===== config.mk =====
export PLATFORM = sky130hd
export DESIGN_NAME = boid_update_sequencer
export DESIGN_NICKNAME = d
export VERILOG_FILES = /design/src/rtl/boid_pkg.sv /design/src/rtl/boid_update_sequencer.sv
export SDC_FILE = /design/constraint.sdc
export NUM_CORES = 1
export LEC_CHECK = 0
export ABC_AREA = 1
export BUFFER_PORTS_ARGS = -buffer_cell sky130_fd_sc_hd__buf_4
export CORE_MARGIN = 4
export CORE_UTILIZATION = 45
export DETAILED_ROUTE_END_ITERATION = 8
export GPL_TIMING_DRIVEN = 0
export PLACE_DENSITY = 0.86
export SLEW_MARGIN = 30
export SYNTH_ARGS = -nofsm -noshare
export SYNTH_HDL_FRONTEND = slang
export SYNTH_SLANG_ARGS = --single-unit
export TNS_END_PERCENT = 30

===== constraint.sdc =====
create_clock -name clk -period 2.3 [get_ports clk]
set_input_delay 0 -clock clk [delete_from_list [all_inputs] [get_ports clk]]
set_output_delay 0 -clock clk [all_outputs]
set_load 0.02 [all_outputs]

===== src/rtl/boid_pkg.sv =====
// Shared types and write-enable bit positions for the boid state memory sequencer.
package boid_pkg;

    typedef enum logic [2:0] {
        S_IDLE,
        S_LOAD,
        S_ISSUE,
        S_WAIT,
        S_WRITE,
        S_NEXT,
        S_HOST
    } seq_state_t;

    // wb_en bit map: [0] global strobe, [6:1] per-field enables
    localparam int WB_GLOBAL = 0;
    localparam int WB_X      = 1;
    localparam int WB_Y      = 2;
    localparam int WB_VX     = 3;
    localparam int WB_VY     = 4;
    localparam int WB_VXA    = 5;
    localparam int WB_VYA    = 6;

    localparam logic [6:0] WB_ALL = 7'b111_1111;

endpackage


===== src/rtl/boid_update_sequencer.sv =====
// Per-frame boid update scheduler: walks every boid through load/issue/wait/write
// and lends the memory port to the host only between boids.
module boid_update_sequencer
    import boid_pkg::*;
#(
    parameter int NUM_BOIDS = 2,
    parameter int IDX_W     = $clog2(NUM_BOIDS) + 1
) (
    input  logic             clk,
    input  logic             reset,
    input  logic             frame_start,
    output logic             busy,
    output logic             frame_done,
    output logic [IDX_W-1:0] which_boid,
    output logic [6:0]       wb_en,
    output logic             xcel_load,
    output logic             xcel_req,
    input  logic             xcel_ack,
    input  logic             xcel_done,
    input  logic             host_req,
    input  logic [IDX_W-1:0] host_idx,
    input  logic [5:0]       host_wmask,
    output logic             host_gnt
);

    localparam logic [IDX_W-1:0] LAST_IDX = IDX_W'(NUM_BOIDS - 1);

    seq_state_t       state_q;
    logic [IDX_W-1:0] idx_q;
    logic             busy_q;
    logic             frame_done_q;
    logic             xcel_load_q;
    logic             xcel_req_q;
    logic             host_gnt_q;
    logic             last_boid;

    assign last_boid = (idx_q == LAST_IDX);

    // Pulse outputs default low each cycle and are raised on entry to their state,
    // so they line up exactly with the state they describe.
    always_ff @(posedge clk) begin
        if (reset) begin
            state_q      <= S_IDLE;
            idx_q        <= '0;
            busy_q       <= 1'b0;
            frame_done_q <= 1'b0;
            xcel_load_q  <= 1'b0;
            xcel_req_q   <= 1'b0;
            host_gnt_q   <= 1'b0;
        end else begin
            frame_done_q <= 1'b0;
            xcel_load_q  <= 1'b0;
            host_gnt_q   <= 1'b0;
            case (state_q)
                S_IDLE: begin
                    if (host_req) begin
                        state_q    <= S_HOST;
                        host_gnt_q <= 1'b1;
                    end else if (frame_start) begin
                        state_q     <= S_LOAD;
                        idx_q       <= '0;
                        busy_q      <= 1'b1;
                        xcel_load_q <= 1'b1;
                    end
                end
                S_LOAD: begin
                    state_q    <= S_ISSUE;
                    xcel_req_q <= 1'b1;
                end
                S_ISSUE: begin
                    if (xcel_ack) begin
                        state_q    <= S_WAIT;
                        xcel_req_q <= 1'b0;
                    end
                end
                S_WAIT: begin
                    if (xcel_done) begin
                        state_q <= S_WRITE;
                    end
                end
                S_WRITE: begin
                    state_q      <= S_NEXT;
                    frame_done_q <= last_boid;
                end
                S_NEXT: begin
                    if (last_boid) begin
                        busy_q <= 1'b0;
                    end else begin
                        idx_q <= idx_q + IDX_W'(1);
                    end
                    if (host_req) begin
                        state_q    <= S_HOST;
                        host_gnt_q <= 1'b1;
                    end else if (last_boid) begin
                        state_q <= S_IDLE;
                    end else begin
                        state_q     <= S_LOAD;
                        xcel_load_q <= 1'b1;
                    end
                end
                S_HOST: begin
                    // busy_q remembers whether a frame is still pending behind the host
                    if (host_req) begin
                        host_gnt_q <= 1'b1;
                    end else if (busy_q) begin
                        state_q     <= S_LOAD;
                        xcel_load_q <= 1'b1;
                    end else begin
                        state_q <= S_IDLE;
                    end
                end
                default: begin
                    state_q <= S_IDLE;
                end
            endcase
        end
    end

    always_comb begin
        which_boid = idx_q;
        wb_en      = '0;
        case (state_q)
            S_WRITE: begin
                wb_en = WB_ALL;
            end
            S_HOST: begin
                which_boid          = host_idx;
                wb_en[WB_GLOBAL]    = host_req;
                wb_en[WB_VYA:WB_X]  = host_wmask;
            end
            default: begin
                wb_en = '0;
            end
        endcase
    end

    assign busy       = busy_q;
    assign frame_done = frame_done_q;
    assign xcel_load  = xcel_load_q;
    assign xcel_req   = xcel_req_q;
    assign host_gnt   = host_gnt_q;

endmodule

==> reports/metrics.yaml <==
place.detailed.hpwl_um: 1370
maxCapViolCount: 0
cp.required_ps: 2300
fp.dieH_um: 47.2
clock.fmax_mhz: 645
post-route-drc-count: 0
finalHoldViolations: 0
io_buffers: 26
fin_crit_sh_pct: 67.4
timing_worst_slew_pin_value_ps: 350
ant_nets: 0
start_kind: "register"
initial_utilization_pct: 50.5
cts_tree: "done"
crit_family: "simple AND/OR/NAND/NOR gates"
layout_common_cells: "buf_4 (28), nand2_1 (28), nor2_1 (19), nand3_1 (12), dfxtp_1 (10)"
instances_no_fill: 153
setup_violations: 0
via_count: 800
power_density_mw_per_mm2: 1280
cts_resized: 0
synth_top_area_share_pct: 29.0
cts_buffers: 3
status: "completed"
clock-root-buffer: "clkbuf_4"
relSlewSlack_pct: 76.7
grt-ovfl-total: 0
die_x_um: 47.2
drt-total-wl_um: 1780
r2r_cells: 7
leakagePower_nw: 0.523
hold_class: "input pin to register"
cpMostUsedCell: "nand2_1"
synth_cell_type_count: 22
synth_top_cells_by_area: "dfxtp_1 (29%), nand2_1 (15%), nor2_1 (10%)"
core.rowCount: 13
crit_slowest_cell: "dfxtp_1"
timing_max_transition_violations_final: 0
cp_cell_sequence: "inv_4, nand2_1, nor2_2, nand2_1, o21ai_1, buf_4"
preCtsSetupSlack_ps: 1060
clkSinkCount: 10
grt_pass1_vias: 710
htreeDepth: 1
fin_crit_ps: 1550
clkTransAtPathRegs_ps: 70
critical_path.max_fanout: 8
synthesis.area_um2: 691
cp_slowest_stage_delay_ps: 410
ys_seq_area_share_pct: 29.0
drtPass1Iterations: 4
die_area_mm2: 0.00223
grt_max_degree: 11
fin_util_pct: 69.6
post-cts-setup-buffer-count: 0
syn_inst: 107
worstPathArrival_ps: 1550
nets: 154
critPathBufInv: 2
end_kind: "primary output"
via_per_inst: 5.23
postSynthAreaPerCell_um2: 6.45
core_area_mm2: 0.00137
layout-drive-gt1-share_pct: 33.3
tns_ps: 0
clock_skew_ps: 6.37
dpl.cell_count: 148
grt_pass1_wl_um: 2880
clockBufferDepth: 2
rsz0062_at_grt: "false"
ios: 28
ys_ff_latch: 10
fin_ws_ps: 749
antenna_cells: 0
area_growth_pct: 37.7
grt_usage_pct: 18.2
synth.net_count: 122
synth_area_leader_cell: "dfxtp_1"
hold_slack_ps: 61.6
worstSetupPathDepth: 6
holdPathStages: 3
vdd_drop_max_mv: 0.789
antenna_found_initial: 0
yosys_warnings: 0
path_class: "register to primary output"
wl_per_cell_um: 11.6
gp_congestion: 0.918
clk_latency_ps: 280
drt_iter0_drc: 42
[area by class of cell]
type | count | area [um2]
Timing Repair Buffer | 27 | 205
Multi-Input combinational cell | 84 | 430
Clock buffer | 4 | 36.3
Tap cell | 15 | 18.8
Inverter | 10 | 40.0
Sequential cell | 10 | 200
Fill cell | 121 | 415
Buffer | 3 | 20.0
[layer usage]
metal	GRT usage [%]	vias to the layer above	wire length, um
met4	9.94	0	46
li1	-	411	-
met3	2.30	9	181
met5	0	-	0
met1	21.5	338	720
met2	31.4	42	830
[Yosys cell counts (all sizes together)]
cell	n
ha	1
o21ai	4
nand2	31
a21oi	6
dfxtp	10
nand3	14
inv	10
o211ai	1
nor2	23
buf	3
nand4	4
[kinds of logic (layout without fill, tap and decap cells)]
| family | Yosys count | after routing | share of synthesized area, % |
|---|---|---|---|
| buffers and inverters | 13 | 44 | 8.70 |
| and+or+nand+nor | 72 | 72 | 52.2 |
| AOI/OAI and AO/OA | 11 | 11 | 8.33 |
| adders and majority gates | 1 | 1 | 1.81 |
| DFF | 10 | 10 | 29.0 |
[path summary, 6_finish.rpt]
| check | startpoint | endpoint | slack (ps) |
|---|---|---|---|
| max | state_q[0] | which_boid[1] | 750 |
| max reg2reg | state_q[0] | state_q[0] | 1020 |
| min | frame_start | busy | 60 |
| min reg2reg | idx_q[1] | idx_q[1] | 460 |
[per-stage QoR]
| stage | instance area [um2] | power (W) |
|---|---|---|
| after floorplan | 691 | 0.000826 |
| after global placement | 905 | 0.00103 |
| after detailed placement | 905 | 0.00104 |
| after CTS | 951 | 0.00121 |
| after global routing | 951 | 0.00131 |
| final | 951 | 0.00121 |
[worst reg2reg max path: cells and delay by family (launching register included)]
kind	cells	cell delay [ps]
simple gates	6	540
flops	1	530
buf+inv	1	110
[state kept, by name, indices dropped and copies added (netlist names)]
register,flops
frame_done,1
busy,1
xcel_req,1
xcel_load,1
state_q,3
idx_q,2
host_gnt,1
[timing repair]
item,CTS,global route
hold buffers,1,0
hold endpoints to repair,4,0
endpoints found under the setup margin,0,0
[report_power, final]
part	switching [W]	total, W	internal, W
sequential	0.0000330	0.000254	0.000221
clock	0.0000704	0.000167	0.0000965
combinational	0.000503	0.000794	0.000291
Power figures use the tool's default switching activity.
